[src/rtl/tdm_pkg.sv]
// Shared types and default sizing for the TDM demux accumulator.
// No logic here; there is no latency and no backpressure.
package tdm_pkg;

    localparam int DEF_DATA_WIDTH = 16;
    localparam int DEF_NUM_CH     = 2;
    localparam int DEF_BURST_LEN  = 16;

    typedef enum logic {
        HUNT,
        RUN
    } in_state_t;

    typedef enum logic {
        EMPTY,
        DRAIN
    } out_state_t;

endpackage

[src/rtl/tdm_demux_accum_if.sv]
// Sample-in / burst-sum-out bundle for tdm_demux_accum.
// Wires only; there is no latency. dout_valid/dout_ready form the output handshake.
interface tdm_demux_accum_if
    import tdm_pkg::*;
#(
    parameter int DATA_WIDTH = DEF_DATA_WIDTH,
    parameter int NUM_CH     = DEF_NUM_CH,
    parameter int BURST_LEN  = DEF_BURST_LEN
);
    localparam int ACC_WIDTH = DATA_WIDTH + $clog2(BURST_LEN);
    localparam int CH_W      = $clog2(NUM_CH);

    logic [DATA_WIDTH-1:0] din;
    logic                  din_valid;
    logic                  sof;
    logic [ACC_WIDTH-1:0]  dout_data;
    logic [CH_W-1:0]       dout_ch;
    logic                  dout_valid;
    logic                  dout_ready;
    logic                  overflow;
    logic                  sync_err;

    modport master (
        output din, din_valid, sof, dout_ready,
        input  dout_data, dout_ch, dout_valid, overflow, sync_err
    );

    modport slave (
        input  din, din_valid, sof, dout_ready,
        output dout_data, dout_ch, dout_valid, overflow, sync_err
    );

endinterface

[src/rtl/tdm_burst_buf.sv]
// Holds one completed burst and drains it one channel per accepted cycle.
// Latency: 1 cycle from burst_vld to dout_valid. A burst that arrives while draining is dropped and flagged.
module tdm_burst_buf
    import tdm_pkg::*;
#(
    parameter int ACC_WIDTH = 20,
    parameter int NUM_CH    = DEF_NUM_CH,
    localparam int CH_W     = $clog2(NUM_CH)
) (
    input  logic                             clk,
    input  logic                             rst,
    input  logic                             burst_vld,
    input  logic [NUM_CH-1:0][ACC_WIDTH-1:0] burst_dat,
    output logic [ACC_WIDTH-1:0]             dout_data,
    output logic [CH_W-1:0]                  dout_ch,
    output logic                             dout_valid,
    input  logic                             dout_ready,
    output logic                             overflow
);
    localparam logic [CH_W-1:0] LAST_CH = CH_W'(NUM_CH - 1);

    out_state_t                       out_q, out_d;
    logic [CH_W-1:0]                  ch_q, ch_d;
    logic [NUM_CH-1:0][ACC_WIDTH-1:0] buf_q, buf_d;
    logic                             ovf_q, ovf_d;
    logic                             drain_done;

    always_comb begin
        out_d      = out_q;
        ch_d       = ch_q;
        buf_d      = buf_q;
        ovf_d      = ovf_q;
        drain_done = 1'b0;

        if (out_q == DRAIN && dout_ready) begin
            if (ch_q == LAST_CH) begin
                drain_done = 1'b1;
                out_d      = EMPTY;
                ch_d       = '0;
            end else begin
                ch_d = ch_q + 1'b1;
            end
        end

        // The buffer frees up on the same edge the last channel leaves, so a new burst can land then.
        if (burst_vld) begin
            if (out_q == EMPTY || drain_done) begin
                buf_d = burst_dat;
                out_d = DRAIN;
                ch_d  = '0;
            end else begin
                ovf_d = 1'b1;
            end
        end
    end

    always_ff @(posedge clk or posedge rst) begin
        if (rst) begin
            out_q <= EMPTY;
            ch_q  <= '0;
            buf_q <= '0;
            ovf_q <= 1'b0;
        end else begin
            out_q <= out_d;
            ch_q  <= ch_d;
            buf_q <= buf_d;
            ovf_q <= ovf_d;
        end
    end

    assign dout_valid = (out_q == DRAIN);
    assign dout_ch    = ch_q;
    assign dout_data  = buf_q[ch_q];
    assign overflow   = ovf_q;

endmodule

[src/rtl/tdm_demux_accum.sv]
// Demultiplexes a TDM sample stream by slot and sums BURST_LEN frames per channel.
// Latency: sums valid the cycle after the last sample of a burst. Input never stalls; bursts are dropped if output is busy.
module tdm_demux_accum
    import tdm_pkg::*;
#(
    parameter int DATA_WIDTH = DEF_DATA_WIDTH,
    parameter int NUM_CH     = DEF_NUM_CH,
    parameter int BURST_LEN  = DEF_BURST_LEN
) (
    input  logic              clk,
    input  logic              rst,
    tdm_demux_accum_if.slave  bus
);
    localparam int ACC_WIDTH = DATA_WIDTH + $clog2(BURST_LEN);
    localparam int CH_W      = $clog2(NUM_CH);
    localparam int FR_W      = $clog2(BURST_LEN);

    localparam logic [CH_W-1:0] LAST_SLOT  = CH_W'(NUM_CH - 1);
    localparam logic [FR_W-1:0] LAST_FRAME = FR_W'(BURST_LEN - 1);

    in_state_t                        in_q, in_d;
    logic [CH_W-1:0]                  slot_q, slot_d;
    logic [FR_W-1:0]                  frame_q, frame_d;
    logic [NUM_CH-1:0][ACC_WIDTH-1:0] acc_q, acc_d;
    logic                             sync_err_q, sync_err_d;
    logic                             burst_vld;
    logic [ACC_WIDTH-1:0]             din_ext;

    assign din_ext = ACC_WIDTH'(bus.din);

    always_comb begin
        in_d       = in_q;
        slot_d     = slot_q;
        frame_d    = frame_q;
        acc_d      = acc_q;
        sync_err_d = sync_err_q;
        burst_vld  = 1'b0;

        if (bus.din_valid) begin
            if (bus.sof && (in_q == HUNT || slot_q != '0)) begin
                // Stale partial sums in other slots are overwritten because frame 0 loads instead of adds.
                if (in_q == RUN) begin
                    sync_err_d = 1'b1;
                end
                in_d     = RUN;
                acc_d[0] = din_ext;
                slot_d   = CH_W'(1);
                frame_d  = '0;
            end else if (in_q == RUN) begin
                acc_d[slot_q] = (frame_q == '0) ? din_ext : acc_q[slot_q] + din_ext;
                if (slot_q == LAST_SLOT) begin
                    slot_d = '0;
                    if (frame_q == LAST_FRAME) begin
                        frame_d   = '0;
                        burst_vld = 1'b1;
                    end else begin
                        frame_d = frame_q + 1'b1;
                    end
                end else begin
                    slot_d = slot_q + 1'b1;
                end
            end
        end
    end

    always_ff @(posedge clk or posedge rst) begin
        if (rst) begin
            in_q       <= HUNT;
            slot_q     <= '0;
            frame_q    <= '0;
            acc_q      <= '0;
            sync_err_q <= 1'b0;
        end else begin
            in_q       <= in_d;
            slot_q     <= slot_d;
            frame_q    <= frame_d;
            acc_q      <= acc_d;
            sync_err_q <= sync_err_d;
        end
    end

    assign bus.sync_err = sync_err_q;

    // acc_d already contains the final sample, so the buffer captures complete sums on this edge.
    tdm_burst_buf #(
        .ACC_WIDTH (ACC_WIDTH),
        .NUM_CH    (NUM_CH)
    ) u_buf (
        .clk        (clk),
        .rst        (rst),
        .burst_vld  (burst_vld),
        .burst_dat  (acc_d),
        .dout_data  (bus.dout_data),
        .dout_ch    (bus.dout_ch),
        .dout_valid (bus.dout_valid),
        .dout_ready (bus.dout_ready),
        .overflow   (bus.overflow)
    );

endmodule

[src/flat_wrapper.sv]
// flat-port wrapper written by rule: the top's interface ports become plain ports
module tdm_demux_accum_flat import tdm_pkg::*;
#(
    parameter int DATA_WIDTH = DEF_DATA_WIDTH,
    parameter int NUM_CH     = DEF_NUM_CH,
    parameter int BURST_LEN  = DEF_BURST_LEN
)
  (clk, rst, bus_din, bus_din_valid, bus_sof, bus_dout_ready, bus_dout_data, bus_dout_ch, bus_dout_valid, bus_overflow, bus_sync_err);
  tdm_demux_accum_if #(.DATA_WIDTH(DATA_WIDTH), .NUM_CH(NUM_CH), .BURST_LEN(BURST_LEN)) bus_i ();
  input  logic clk;
  input  logic rst;
  input wire logic [$bits(bus_i.din)-1:0] bus_din;
  input wire logic [$bits(bus_i.din_valid)-1:0] bus_din_valid;
  input wire logic [$bits(bus_i.sof)-1:0] bus_sof;
  input wire logic [$bits(bus_i.dout_ready)-1:0] bus_dout_ready;
  output wire logic [$bits(bus_i.dout_data)-1:0] bus_dout_data;
  output wire logic [$bits(bus_i.dout_ch)-1:0] bus_dout_ch;
  output wire logic [$bits(bus_i.dout_valid)-1:0] bus_dout_valid;
  output wire logic [$bits(bus_i.overflow)-1:0] bus_overflow;
  output wire logic [$bits(bus_i.sync_err)-1:0] bus_sync_err;
  assign bus_i.din = bus_din;
  assign bus_i.din_valid = bus_din_valid;
  assign bus_i.sof = bus_sof;
  assign bus_i.dout_ready = bus_dout_ready;
  assign bus_dout_data = bus_i.dout_data;
  assign bus_dout_ch = bus_i.dout_ch;
  assign bus_dout_valid = bus_i.dout_valid;
  assign bus_overflow = bus_i.overflow;
  assign bus_sync_err = bus_i.sync_err;
  tdm_demux_accum #(.DATA_WIDTH(DATA_WIDTH), .NUM_CH(NUM_CH), .BURST_LEN(BURST_LEN)) u_core (.clk(clk), .rst(rst), .bus(bus_i));
endmodule
[config.mk]
export PLATFORM = sky130hd
export DESIGN_NAME = tdm_demux_accum_flat
export DESIGN_NICKNAME = d
export VERILOG_FILES = /design/src/rtl/tdm_pkg.sv /design/src/rtl/tdm_demux_accum_if.sv /design/src/rtl/tdm_burst_buf.sv /design/src/rtl/tdm_demux_accum.sv /design/src/flat_wrapper.sv
export SDC_FILE = /design/constraint.sdc
export NUM_CORES = 1
export LEC_CHECK = 0
export ABC_AREA = 0
export BUFFER_PORTS_ARGS = -buffer_cell sky130_fd_sc_hd__buf_2
export CAP_MARGIN = 5
export CORE_MARGIN = 2
export CORE_UTILIZATION = 30
export DETAILED_ROUTE_END_ITERATION = 10
export PLACE_DENSITY = 0.51
export SKIP_LAST_GASP = 1
export SYNTH_ARGS = -nofsm -noshare
export SYNTH_HDL_FRONTEND = slang
export SYNTH_SLANG_ARGS = --single-unit
[constraint.sdc]
create_clock -name clk -period 5.6 [get_ports clk]
set_clock_uncertainty 0.05 [all_clocks]
set_input_delay 0 -clock clk [delete_from_list [all_inputs] [get_ports clk]]
set_output_delay 0 -clock clk [all_outputs]
set_load 0.02 [all_outputs]
==> impl_metrics.yaml <==
timing:
  min_period_ns: 3.64
  hold_viol: 0
  final_max_slew_viol_count: 0
  fin_ws_ns: 1.96
  rsz0062_at_grt: "false"
  setup_tns_ns: 0
  setup_violations: 0
  min_period_over_period_pct: 65.0
  worst_pin_slew_ns: 1.08
  timing.fmax_ghz: 0.275
  slew_headroom_pct: 27.7
  whs_ns: 0.00952
layout:
  nets: 667
  drive_above_1_share_pct: 20.0
  multi_input_area_sq_um: 2910
  fin_area_sq_um: 6210
  fin_cells: 856
  final_util_pct: 35.7
  seqCellArea_sq_um: 2250
  n_antenna_cell: 0
  final_common_cell: "nand2_1"
  layout_common_cells: "95 x nand2_1, 90 x dfrtp_1, 50 x o21ai_0"
  nFillCells: 1814
  area_growth_pct: 15.8
logic_synthesis:
  ys_ff_latch: 90
  synth_fp_nets: 620
  yosysWarningCount: 0
  syn_inst: 579
  synth-edff-count: 0
  syn-cell-area_sq_um: 5370
  async_flop_share_pct: 100
  netlist-cell-type-count: 60
  ys.flop_type: "dfrtp_1"
  syn_avg_cell_area_sq_um: 9.27
  yosysSeqAreaShare_pct: 42.0
setup_path:
  max_stage_delay_ns: 0.89
  r2r_setup_slack_ns: 1.96
  critical_path_peak_fanout: 17
  critPathLaunchType: "flip-flop"
  end_kind: "flip-flop"
  critical_path.cell_chain: "buf_4 -> mux2_2 -> ha_1 -> inv_1 -> fa_1 -> nor2b_1 -> o2111ai_2 -> a21oi_2 -> o21ai_0 -> and3_1 -> o31ai_1"
  critPathTopFamily: "compound AO/OA/AOI/OAI gates"
  rr_worst_depth: 11
  cp.required_ns: 5.80
  r2r-start: "u_core.slot_q"
  path_class: "flip-flop to flip-flop"
  worstPathArrival_ns: 3.84
  r2r-end: "u_core.acc_q[18]"
  critPathBufInv: 2
  cp_slowest_cell: "dfrtp_1"
floorplan:
  dieArea_sq_um: 19000
  die_width_um: 138
  num_io_pins: 45
  num_rows: 48
  dieHeight_um: 138
  start_util_pct: 30.8
  core_area_sq_um: 17400
min_path:
  min_from: "bus_din[2]"
  holdPathEnd: "u_core.acc_q[22]"
  hold_class: "input port to flip-flop"
  whs_path_depth: 3
cts:
  root_buffer: "clkbuf_16"
  cts_buffers: 9
  path_clk_slew_ns: 0.06
  cts_tree: "done"
  htree_levels: 3
  clk_latency_ns: 0.35
  clockBufferDepth: 2
  cts_sinks: 90
placement:
  gp_congestion: 0.913
  dp_slack_ns: 1.94
  hpwl_um: 10500
  io_buffers: 44
  placedCellCount: 823
  place_area_sq_um: 5770
drt:
  first_pass_iters: 8
  first_iter_violations: 231
  final_antenna_net_count: 0
  viasPerCell: 5.22
  wl_um: 14900
  wl_met2_um: 6890
  route.detailed.drc: 1
  routedWlPerCell_um: 17.4
  m1WireLength_um: 7000
  vias: 4468
  wl_met3_um: 792
  dr.max_layer_used: "met4"
outcome:
  status: "complete, but fails checks"
  violations: "DRC"
pwr:
  p_total_mw: 2.72
  p_per_area_nw_per_um2: 438
  leakagePower_nw: 2.81
  ir_drop_uv: 173
global_routing:
  grt_overflow: 0
  grt_pass1_vias: 4440
  grt.total_usage_pct: 16.6
  antenna_found_initial: 0
  grt_max_degree: 47
  grt_pass1_wl_um: 23900
flow_run:
  drv_cap: 0
## cell type report
type / instances / area share, %
Clock buffer: 12 / 3.97
Clock inverter: 4 / 0.443
Tap cell: 225 / 4.53
Timing Repair Buffer: 69 / 7.25
Sequential cell: 90 / 36.2
Multi-Input combinational cell: 443 / 46.8
Inverter: 13 / 0.805
## layer usage
metal,vias to the layer above,GRT usage [%]
met4,0,5.39
met2,105,26.5
li1,2191,-
met5,-,0
met1,2155,22.2
met3,17,3.90
## tightest hold or removal path, stage by stage
cell,delay (ns)
buf_2,0.12
a21oi_1,0.11
o21ai_0,0.11
## how the worst max path moves through the flow
| stage | start | to | slack [ns] | depth (start not counted) |
|---|---|---|---|---|
| detailed placement | u_core.slot_q | u_core.u_buf.buf_q[37] | 1.94 | 6 |
| global route | u_core.slot_q | u_core.acc_q[12] | 1.67 | 11 |
| CTS | u_core.slot_q | u_core.u_buf.buf_q[37] | 1.93 | 6 |
| global placement | u_core.slot_q | u_core.u_buf.buf_q[37] | 1.99 | 6 |
| floorplan | u_core.slot_q | u_core.u_buf.buf_q[34] | 2.58 | 12 |
| finish | u_core.slot_q | u_core.acc_q[18] | 1.96 | 11 |
## synth_stat cells, types with 3 or more instances
cell / count / share of area, %
o31ai_1: 5 / 0.70
o21ai_1: 4 / 0.37
mux2i_1: 8 / 1.5
nor2b_1: 6 / 0.70
o211ai_1: 11 / 1.5
o2111ai_1: 4 / 0.65
and3_1: 4 / 0.47
inv_1: 13 / 0.91
nor2_1: 37 / 2.6
o21ai_0: 50 / 4.7
mux2_2: 46 / 9.7
clkbuf_1: 17 / 1.2
or4_1: 3 / 0.42
nand2_1: 95 / 6.6
dfrtp_1: 90 / 42
buf_2: 12 / 1.1
o21a_1: 6 / 0.84
and2_1: 4 / 0.47
ha_1: 19 / 4.4
nor3_1: 7 / 0.65
or3_1: 7 / 0.82
nand3_1: 12 / 1.1
a21o_1: 5 / 0.70
a211oi_1: 6 / 0.84
a22oi_1: 6 / 0.84
a21oi_2: 3 / 0.49
o22ai_1: 4 / 0.47
xnor2_1: 8 / 1.3
a31oi_1: 4 / 0.47
nand2b_1: 4 / 0.47
a21oi_1: 39 / 3.6
## power breakdown
part           switching (mW)  leakage, nW  internal [mW]
clock network           0.255        0.125          0.312
registers              0.0980         1.17          0.787
logic                   0.775         1.52          0.492
total                    1.13         2.81           1.59
## registers in the layout (all words and copies together), names as in the netlist
register	cells
u_core.u_buf.buf_q	40
u_core.slot_q	1
u_core.frame_q	4
u_core.u_buf.dout_ch	1
u_core.acc_q	40
u_core.bus.sync_err	1
u_core.u_buf.dout_valid	1
u_core.in_q	1
u_core.u_buf.overflow	1
## cell families (layout without fill, tap and decap cells)
logic type      after synthesis  after routing  share of synthesized area [%]
simple gates                192            192                           16.8
compound gates              166            166                           19.5
flops                        90             90                           42.0
mux                          55             55                           11.4
buf+inv                      46             98                           3.92
fa+ha+maj                    20             20                           4.80
xor+xnor                     10             10                           1.63
## repair_timing
action | in CTS | in global routing
resized for setup | 0 | 0
hold buffers | 17 | 0
buffers inserted | 0 | 0
endpoints found under the hold margin | 76 | 0
setup endpoints to repair | 0 | 0
Note: power is estimated with default switching activity, not from simulation.
